[config.mk]
export PLATFORM = sky130hd
export DESIGN_NAME = bcd_ascii_sched
export DESIGN_NICKNAME = d
export VERILOG_FILES = /design/src/rtl/bcd_ascii_sched_pkg.sv /design/src/rtl/bcd_ascii_sched_rr_arbiter.sv /design/src/rtl/bin2bcd8.sv /design/src/rtl/bcd_ascii_sched.sv
export SDC_FILE = /design/constraint.sdc
export NUM_CORES = 1
export LEC_CHECK = 0
export CORE_MARGIN = 2
export CORE_UTILIZATION = 57
export DETAILED_ROUTE_END_ITERATION = 8
export GPL_ROUTABILITY_DRIVEN = 1
export PLACE_DENSITY = 0.88
export SLEW_MARGIN = 20
export SYNTH_ARGS = -nofsm -noshare
export SYNTH_HDL_FRONTEND = slang
export SYNTH_HIERARCHICAL = 1
export SYNTH_SLANG_ARGS = --single-unit
export TNS_END_PERCENT = 10
[constraint.sdc]
create_clock -name CLOCK -period 8.5 [get_ports CLOCK]
set_clock_uncertainty 0.1 [all_clocks]
set_input_delay 0.85 -clock CLOCK [delete_from_list [all_inputs] [get_ports CLOCK]]
set_output_delay 0.85 -clock CLOCK [all_outputs]
set_load 0.005 [all_outputs]
[src/rtl/bcd_ascii_sched_pkg.sv]
// Shared definitions for the byte-to-decimal-ASCII scheduler.
// Holds the FSM state encoding and the ASCII constants.
package bcd_ascii_sched_pkg;

  typedef enum logic [2:0] {
    ST_IDLE,
    ST_CONV,
    ST_HUN,
    ST_TEN,
    ST_ONE,
    ST_SEPB
  } state_e;

  localparam logic [7:0] ASCII_ZERO  = 8'h30;
  localparam logic [7:0] DEFAULT_SEP = 8'h2C;

  function automatic logic [7:0] digit_ascii(input logic [3:0] digit);
    return ASCII_ZERO + {4'd0, digit};
  endfunction

endpackage

[src/rtl/bcd_ascii_sched_rr_arbiter.sv]
// Round-robin arbiter: grants the first requester at or after the pointer,
// wrapping around; the grant is one-hot or all-zero.
module rr_arbiter #(
  parameter int N  = 4,
  parameter int PW = (N > 1) ? $clog2(N) : 1
) (
  input  logic [N-1:0]  req,
  input  logic [PW-1:0] pointer,
  output logic [N-1:0]  grant
);

  // Distance of a requester from the pointer in search order.
  function automatic int offset(input int idx, input logic [PW-1:0] ptr);
    return (idx + N - int'(ptr)) % N;
  endfunction

  genvar gi;
  generate
    for (gi = 0; gi < N; gi++) begin : g_grant
      logic blocked;
      always_comb begin
        blocked = 1'b0;
        for (int j = 0; j < N; j++) begin
          if (req[j] && (offset(j, pointer) < offset(gi, pointer))) blocked = 1'b1;
        end
      end
      assign grant[gi] = req[gi] & ~blocked;
    end
  endgenerate

endmodule

[src/rtl/bin2bcd8.sv]
// Combinational 8-bit binary to 3-digit BCD converter (shift-and-add-3).
module bin2bcd8 (
  input  logic [7:0] BIN,
  output logic [3:0] HUNDREDS,
  output logic [3:0] TENS,
  output logic [3:0] ONES
);

  logic [19:0] shift_d;

  always_comb begin
    shift_d = {12'd0, BIN};
    for (int i = 0; i < 8; i++) begin
      if (shift_d[11:8] >= 4'd5)  shift_d[11:8]  = shift_d[11:8]  + 4'd3;
      if (shift_d[15:12] >= 4'd5) shift_d[15:12] = shift_d[15:12] + 4'd3;
      if (shift_d[19:16] >= 4'd5) shift_d[19:16] = shift_d[19:16] + 4'd3;
      shift_d = shift_d << 1;
    end
  end

  assign HUNDREDS = shift_d[19:16];
  assign TENS     = shift_d[15:12];
  assign ONES     = shift_d[11:8];

endmodule

[src/rtl/bcd_ascii_sched.sv]
// Shares one bin2bcd8 among NREQ byte requesters and streams each granted
// value as decimal ASCII followed by a separator byte.
module bcd_ascii_sched
  import bcd_ascii_sched_pkg::*;
#(
  parameter int         NREQ     = 4,
  parameter logic [7:0] SEP      = DEFAULT_SEP,
  parameter bit         SUPPRESS = 1'b1
) (
  input  logic              CLOCK,
  input  logic              RESET,
  input  logic [NREQ-1:0]   REQ_VALID,
  input  logic [8*NREQ-1:0] REQ_DATA,
  output logic [NREQ-1:0]   REQ_READY,
  output logic              OUT_VALID,
  output logic [7:0]        OUT_DATA,
  output logic              OUT_LAST,
  output logic [2:0]        OUT_SRC,
  input  logic              OUT_READY,
  output logic              BUSY
);

  localparam int PW = (NREQ > 1) ? $clog2(NREQ) : 1;

  state_e          state_q, state_d;
  logic [PW-1:0]   ptr_q, ptr_d;
  logic [7:0]      value_q, value_d;
  logic [3:0]      hun_q, hun_d;
  logic [3:0]      ten_q, ten_d;
  logic [3:0]      one_q, one_d;
  logic [2:0]      src_q, src_d;

  logic [NREQ-1:0] grant;
  logic [3:0]      bcd_hun, bcd_ten, bcd_one;
  logic [7:0]      sel_data;
  logic [2:0]      sel_src;
  logic [PW-1:0]   sel_ptr;

  rr_arbiter #(.N(NREQ), .PW(PW)) u_arb (
    .req     (REQ_VALID),
    .pointer (ptr_q),
    .grant   (grant)
  );

  bin2bcd8 u_bcd (
    .BIN      (value_q),
    .HUNDREDS (bcd_hun),
    .TENS     (bcd_ten),
    .ONES     (bcd_one)
  );

  // Reset also masks the grant so nothing appears accepted while held.
  assign REQ_READY = (state_q == ST_IDLE && !RESET) ? grant : '0;

  always_comb begin
    sel_data = '0;
    sel_src  = '0;
    sel_ptr  = '0;
    for (int k = 0; k < NREQ; k++) begin
      if (grant[k]) begin
        sel_data = REQ_DATA[k*8 +: 8];
        sel_src  = 3'(k);
        sel_ptr  = (k == NREQ - 1) ? '0 : PW'(k + 1);
      end
    end
  end

  always_comb begin
    state_d = state_q;
    ptr_d   = ptr_q;
    value_d = value_q;
    hun_d   = hun_q;
    ten_d   = ten_q;
    one_d   = one_q;
    src_d   = src_q;
    case (state_q)
      ST_IDLE: begin
        if (|REQ_READY) begin
          value_d = sel_data;
          src_d   = sel_src;
          ptr_d   = sel_ptr;
          state_d = ST_CONV;
        end
      end
      ST_CONV: begin
        hun_d = bcd_hun;
        ten_d = bcd_ten;
        one_d = bcd_one;
        // Leading zeros are skipped, but the ones digit is always emitted.
        if (bcd_hun != 4'd0 || !SUPPRESS) state_d = ST_HUN;
        else if (bcd_ten != 4'd0)         state_d = ST_TEN;
        else                              state_d = ST_ONE;
      end
      ST_HUN:  if (OUT_READY) state_d = ST_TEN;
      ST_TEN:  if (OUT_READY) state_d = ST_ONE;
      ST_ONE:  if (OUT_READY) state_d = ST_SEPB;
      ST_SEPB: if (OUT_READY) state_d = ST_IDLE;
      default: state_d = ST_IDLE;
    endcase
  end

  always_comb begin
    OUT_VALID = 1'b0;
    OUT_DATA  = 8'h00;
    OUT_LAST  = 1'b0;
    case (state_q)
      ST_HUN:  begin OUT_VALID = 1'b1; OUT_DATA = digit_ascii(hun_q); end
      ST_TEN:  begin OUT_VALID = 1'b1; OUT_DATA = digit_ascii(ten_q); end
      ST_ONE:  begin OUT_VALID = 1'b1; OUT_DATA = digit_ascii(one_q); end
      ST_SEPB: begin OUT_VALID = 1'b1; OUT_DATA = SEP; OUT_LAST = 1'b1; end
      default: ;
    endcase
  end

  assign OUT_SRC = src_q;
  assign BUSY    = (state_q != ST_IDLE);

  always_ff @(posedge CLOCK or posedge RESET) begin
    if (RESET) begin
      state_q <= ST_IDLE;
      ptr_q   <= '0;
      value_q <= '0;
      hun_q   <= '0;
      ten_q   <= '0;
      one_q   <= '0;
      src_q   <= '0;
    end else begin
      state_q <= state_d;
      ptr_q   <= ptr_d;
      value_q <= value_d;
      hun_q   <= hun_d;
      ten_q   <= ten_d;
      one_q   <= one_d;
      src_q   <= src_d;
    end
  end

endmodule
Yosys cells after proc, flatten, opt, wreduce, memory -nomap -nowiden
Cells that the tools add are included.
Widths: inputs -> output; s select.
{"block": "word_totals", "reg_bits": 28, "input_bits": 39, "elab_cells": 175, "out_inout_bits": 18}
{"block": "op_classes", "magnitude_cmp": 34, "add_sub_neg": 25, "eq_ne": 10, "muxes": 57, "n_bitwise": 12, "reduce_logical": 30}
{"operator": "$ge 4x3->1 const B", "n": 15}
{"operator": "$mux 4", "n": 13}
{"operator": "$lt 3x3->1", "n": 16}
{"operator": "$mux 3", "n": 15}
{"operator": "$add 4x2->4 const B", "n": 11}
{"operator": "$mux 8", "n": 4}
{"operator": "$pmux 7 s4", "n": 1}
{"operator": "$add 6x4->7 const A", "n": 3}
{"operator": "$mux 1", "n": 20}
{"operator": "$pmux 3 s6", "n": 1}
{"operator": "$logic_and 1x1->1", "n": 17}
{"operator": "$sub 3x2->4 const A", "n": 4}
{"operator": "$add 3x2->3 const B", "n": 4}
{"operator": "$and 1x1->1", "n": 8}
{"operator": "$ne 2x2->1 const B", "n": 4}
{"operator": "$reduce_bool 4->1", "n": 2}
{"operator": "$reduce_or 2->1", "n": 4}
{"operator": "$reduce_or 4->1", "n": 2}
{"operator": "$add 1x2->3 const B", "n": 2}
{"operator": "$eq 3x2->1 const B", "n": 2}
{"operator": "$eq 3x3->1 const B", "n": 2}
{"operator": "$ge 1x3->1 const B", "n": 2}
{"operator": "$mux 2", "n": 3}
{"operator": "$reduce_and 5->1", "n": 1}
{"operator": "other kinds (9)", "n": 12}

Depth between registers and ports, before layout
{"block": "logic_depth", "ltp_word": 18, "depth_mapped": 26, "mapped_depth_nobuf": 25}

By module
Netlist, hierarchy kept.
{"module": "bcd_ascii_sched", "instances": 1, "area_per_inst_um2": 1620.3, "seq_area_each_um2": 675.6, "cells_per_inst": 174}
{"module": "bin2bcd8", "instances": 1, "area_per_inst_um2": 969.7, "seq_area_each_um2": 0.0, "cells_per_inst": 134}
{"module": "rr_arbiter", "instances": 1, "area_per_inst_um2": 166.4, "seq_area_each_um2": 0.0, "cells_per_inst": 19}

Worst setup path before layout
OpenSTA, ideal clock, no wires.
{"block": "synth_path", "path_kind": "register -> register", "from": "register value_q[6]", "to": "register state_q[0]", "setup_time_ns": 0.124, "arrival_time_ns": 5.265, "path_stages_with_launch": 26, "slack_ns": 3.011, "required_time_ns": 8.276, "period_less_slack_ns": 5.489, "n_path_buf": 1, "cell_sequence": "dfrtp_1 -> buf_6 -> inv_1 -> ha_1 -> o21ai_0 -> xnor2_1 -> ha_1 -> nand2b_1 -> a32oi_4 -> xnor2_1 -> ha_1 -> nand2b_1 -> nand3_1 -> a31o_2 -> ha_1 -> inv_1 -> ha_1 -> a31oi_1 -> and4_1 -> and3_2 -> nor4b_4 -> o21ai_0 -> mux2_1 -> nor4_1 -> nor3_1 -> a211o_1"}
{"block": "synth_via", "elab_chain_len": 16, "word_cells_on_any_way": 50, "cone_classes": "add/sub: 15; order compare: 15; mux: 18; reduce/logical: 2"}
{"element": "from (decl)", "line": "bcd_ascii_sched.sv:27", "rtl": "logic [7:0] value_q, value_d;"}
{"element": "from (signal assigned)", "line": "bcd_ascii_sched.sv:130", "rtl": "value_q <= value_d;"}
{"element": "$add 4x2->4 or $ge 4x3->1 (tied branches)", "line": "bin2bcd8.sv:14", "rtl": "if (shift_d[11:8] >= 4'd5) shift_d[11:8] = shift_d[11:8] + 4'd3;"}
{"element": "$mux 4 *", "line": "bin2bcd8.sv:14"}
{"element": "$add 4x2->4 (tied with other cells)", "line": "bin2bcd8.sv:14"}
{"element": "$mux 4, on equally long branches", "line": "bin2bcd8.sv:14, bin2bcd8.sv:15"}
{"element": "$add 4x2->4 (tied with other cells)", "line": "bin2bcd8.sv:14"}
{"element": "$mux 4, on equally long branches", "line": "bin2bcd8.sv:14, bin2bcd8.sv:15"}
{"element": "$ge 4x3->1 (tied with other cells)", "line": "bin2bcd8.sv:14"}
{"element": "$mux 4, on equally long branches", "line": "bin2bcd8.sv:14, bin2bcd8.sv:15"}
{"element": "$add 4x2->4 (tied with other cells)", "line": "bin2bcd8.sv:14"}
{"element": "$mux 4, on equally long branches", "line": "bin2bcd8.sv:14, bin2bcd8.sv:15"}
{"element": "$add 4x2->4 or $ge 4x3->1 (tied branches)", "line": "bin2bcd8.sv:15", "rtl": "if (shift_d[15:12] >= 4'd5) shift_d[15:12] = shift_d[15:12] + 4'd3;"}
{"element": "$mux 4 *", "line": "bin2bcd8.sv:15"}
{"element": "net bcd_ten[1]", "line": "bcd_ascii_sched.sv:34", "rtl": "logic [3:0] bcd_hun, bcd_ten, bcd_one;"}
{"element": "$reduce_bool 4->1 *", "line": "bcd_ascii_sched.sv:91", "rtl": "else if (bcd_ten != 4'd0) state_d = ST_TEN;"}
{"element": "$mux 3 *", "line": "bcd_ascii_sched.sv:91"}
{"element": "$mux 3 *", "line": "bcd_ascii_sched.sv:90", "rtl": "if (bcd_hun != 4'd0 || !SUPPRESS) state_d = ST_HUN;"}
{"element": "$pmux 3 s6 *", "line": "bcd_ascii_sched.sv:76", "rtl": "case (state_q)"}
{"element": "to (signal assigned)", "line": "bcd_ascii_sched.sv:128", "rtl": "state_q <= state_d;"}
{"element": "to (decl)", "line": "bcd_ascii_sched.sv:25", "rtl": "state_e state_q, state_d;"}
Mark *: on every way through the listed nets, which the timed path passes. The rest lies on a longest branch.
A chain may end at the register's enable or synchronous reset.

Worst setup path after layout
Ends and elaborated chain as after synthesis.

==> results.tsv <==
metric	value	unit
status	finished clean	
Tmin final	6.29	ns
R2R Path End	state_q[0]$_DFFE_PP0P_	
via count	2570	
routed vias/inst	6.16	
Worst Setup Start Kind	flip-flop	
Hold Violations, Final	0	
Root Driver	clkbuf_8	
ANT nets after route	0	
Synth async-reset ratio	1.00	
RD Place Congestion	0.943	
data arrival time of the critical path	6.35	ns
DRC viols	0	
Syn Area/Cell	8.43	um^2
Hold Startpoint	hun_q[0]$_DFFE_PP0P_	
Min-Delay Path Class	reg2reg	
CTS tree	yes	
Seq/Total Area, Yosys	0.245	
critical path capture point type	flip-flop	
DIE WIDTH	73.5	um
initial antenna violation count	0	
FF-to-FF setup slack	2.21	ns
Avg WL per Cell	15.7	um
area grow syn2layout	19.2	%
crit-path max cell delay	0.59	ns
GRT Total Usage	0.248	
Multi-input gate area	1880	um^2
Mapped Area	2760	um^2
Tcrit/Tclk final	0.740	
# setup viols final	0	
die height	73.5	um
First-pass DRT Iterations	4	
most frequent cells in the layout	clkdlybuf4s50_1 (53), dfrtp_1 (27), nand2_1 (27)	
total gr overflow	0	
max frequency	159	MHz
most used cell, CP	ha_1	
Worst Setup Path Type	reg2reg	
# port buffers	53	
setup TNS	0	ns
slew margin rel.	0.359	
Core ar.	4690	um^2
clk_lat worst skew	0.27	ns
DR iter-0 viols	184	
beginning of the critical path	value_q[6]$_DFFE_PP0P_	
Post-synth top flop	dfrtp_1	
Reg clk slew, reported paths	0.09	ns
H-tree depth	1	
CP max stage cell	nor4_1	
delay-heaviest family, CP	simple AND/OR/NAND/NOR gates	
CP Buf/Inv Count	2	
Hold Path End	hun_q[0]$_DFFE_PP0P_	
crit-path max FO	9	
final-report max-slew violation count	0	
worst endpoint required time	8.56	ns
register bit total from synthesis	27	
cts bufs inserted	3	
first-pass GRT wire length	10.7	mm
library cells used by synthesis	70	
initial core utilization	0.587	
unrepaired setup endpoints after global routing	false	
Setup Buffers After CTS	0	
r2r startpoint	value_q[6]$_DFFE_PP0P_	
largest net degree at the start of global routing	28	
Final HPWL DP	5.04	mm
row count	25	
cell count after synthesis	327	
Slew @ Worst Pin	0.956	ns
total die area	5410	um^2
EDFF count, synth	0	
post-CTS sizing	0	
Max-Cap Viols	0	
drt total wl	6.55	mm
path depth of the worst reg2reg path	24	
# nets final	416	
crit path cell chain	inv_1 > ha_1 > o21ai_0 > xnor2_1 > ha_1 > nand2b_1 > a32oi_4 > xnor2_1 > ha_1 > nand2b_1 > nand3_1 > a31o_2 > ha_1 > inv_1 > ha_1 > a31oi_1 > and4_1 > and3_2 > nor4b_4 > o21ai_0 > mux2_1 > nor4_1 > nor3_1 > a211o_1	
commonest non-fill, non-tap cell in the layout	clkdlybuf4s50_1	
hold path depth	1	
num ports	57	
antenna fix cells	0	
vias in the first global route	2365	
hold_buf cts	0	
Storage cell area	676	um^2
share of cells above drive strength 1	0.110	
filler instances	367	
Syn. warnings	6	
clock buffer depth	2	
# clock sinks	27	
[final cells by class]
class | count | area share
flip-flops and latches | 27 | 0.206
clock buffers | 3 | 0.0126
inverters | 23 | 0.0263
well taps | 54 | 0.0206
multi-input cells | 256 | 0.572
clock inverters | 1 | 0.00152
repair buffers | 53 | 0.161
[per-layer routing]
| layer | part of all wire | vias to the layer above | track usage |
|---|---|---|---|
| li1 | - | 1250 | - |
| met1 | 0.44 | 1216 | 0.339 |
| met2 | 0.49 | 96 | 0.416 |
| met3 | 0.060 | 8 | 0.0288 |
| met4 | 0.0090 | 0 | 0.0667 |
| met5 | 0 | - | 0 |
[how the worst max path moves through the flow]
stage / endpoint / slack [ns] / cells after the start
final: state_q[0]$_DFFE_PP0P_ / 2.21 / 24
after global routing: state_q[0]$_DFFE_PP0P_ / 1.61 / 24
after CTS: state_q[0]$_DFFE_PP0P_ / 2.32 / 24
after detailed placement: state_q[0]$_DFFE_PP0P_ / 2.34 / 24
after global placement: state_q[0]$_DFFE_PP0P_ / 2.65 / 24
after floorplan: state_q[0]$_DFFE_PP0P_ / 3.01 / 25
[synthesized netlist by cell type, types with 3 or more instances]
library cell / n / share of area
buf_4: 7 / 0.019
a31oi_1: 12 / 0.027
dfrtp_1: 27 / 0.25
mux2i_1: 6 / 0.022
ha_1: 13 / 0.059
a21oi_1: 25 / 0.045
nand2_1: 27 / 0.037
buf_6: 3 / 0.012
a211oi_1: 3 / 0.0082
and3_1: 3 / 0.0068
inv_1: 23 / 0.031
nand3b_1: 9 / 0.025
mux2_2: 15 / 0.061
clkbuf_1: 11 / 0.015
o22ai_1: 5 / 0.011
a22o_1: 8 / 0.025
and2_1: 6 / 0.014
nor3_1: 6 / 0.011
o21ai_0: 15 / 0.027
nor4_1: 3 / 0.0068
xnor2_1: 5 / 0.016
nor2_1: 23 / 0.031
nand2b_1: 10 / 0.023
[cells by family after synthesis]
kind of cell             after synthesis  share of synthesized area
XOR/XNOR                               5                     0.0159
AO/OA/AOI/OAI                         97                      0.257
AND/OR/NAND/NOR                      109                      0.223
flip-flops                            27                      0.245
multiplexers                          27                      0.115
buffers and inverters                 47                     0.0826
other                                  2                    0.00272
adder cells (fa/ha/maj)               13                     0.0590
[flip-flops by register name (all words and copies together) (netlist names)]
signal / count
value_q: 8
hun_q: 4
one_q: 4
ten_q: 4
state_q: 3
OUT_SRC: 2
ptr_q: 2
[stage by stage]
stage | cell area, um^2 | utilization | setup WS [ns] | hold WS, ns | std cells
floorplan | 2770 | - | 3.01 | 0.380 | 330
global placement | 3230 | 0.689 | 2.65 | 0.388 | 413
detailed placement | 3230 | 0.689 | 2.34 | 0.399 | 413
CTS | 3280 | 0.698 | 2.32 | 0.421 | 417
global route | 3290 | 0.700 | 1.61 | 0.437 | 417
finish | 3290 | 0.700 | 2.21 | 0.422 | 417
[worst register-to-register path: stages, from the launching register on]
cell and delay, ns:
dfrtp_1 0.47, inv_1 0.14, ha_1 0.28, o21ai_0 0.13
xnor2_1 0.37, ha_1 0.27, nand2b_1 0.11, a32oi_4 0.27
xnor2_1 0.26, ha_1 0.21, nand2b_1 0.19, nand3_1 0.12
a31o_2 0.30, ha_1 0.19, inv_1 0.05, ha_1 0.21
a31oi_1 0.10, and4_1 0.25, and3_2 0.22, nor4b_4 0.42
o21ai_0 0.17, mux2_1 0.33, nor4_1 0.59, nor3_1 0.12
a211o_1 0.31
Power is left out: the tool's default activity adds up to more than one toggle a clock period on the data nets, which glitch-free logic cannot reach.
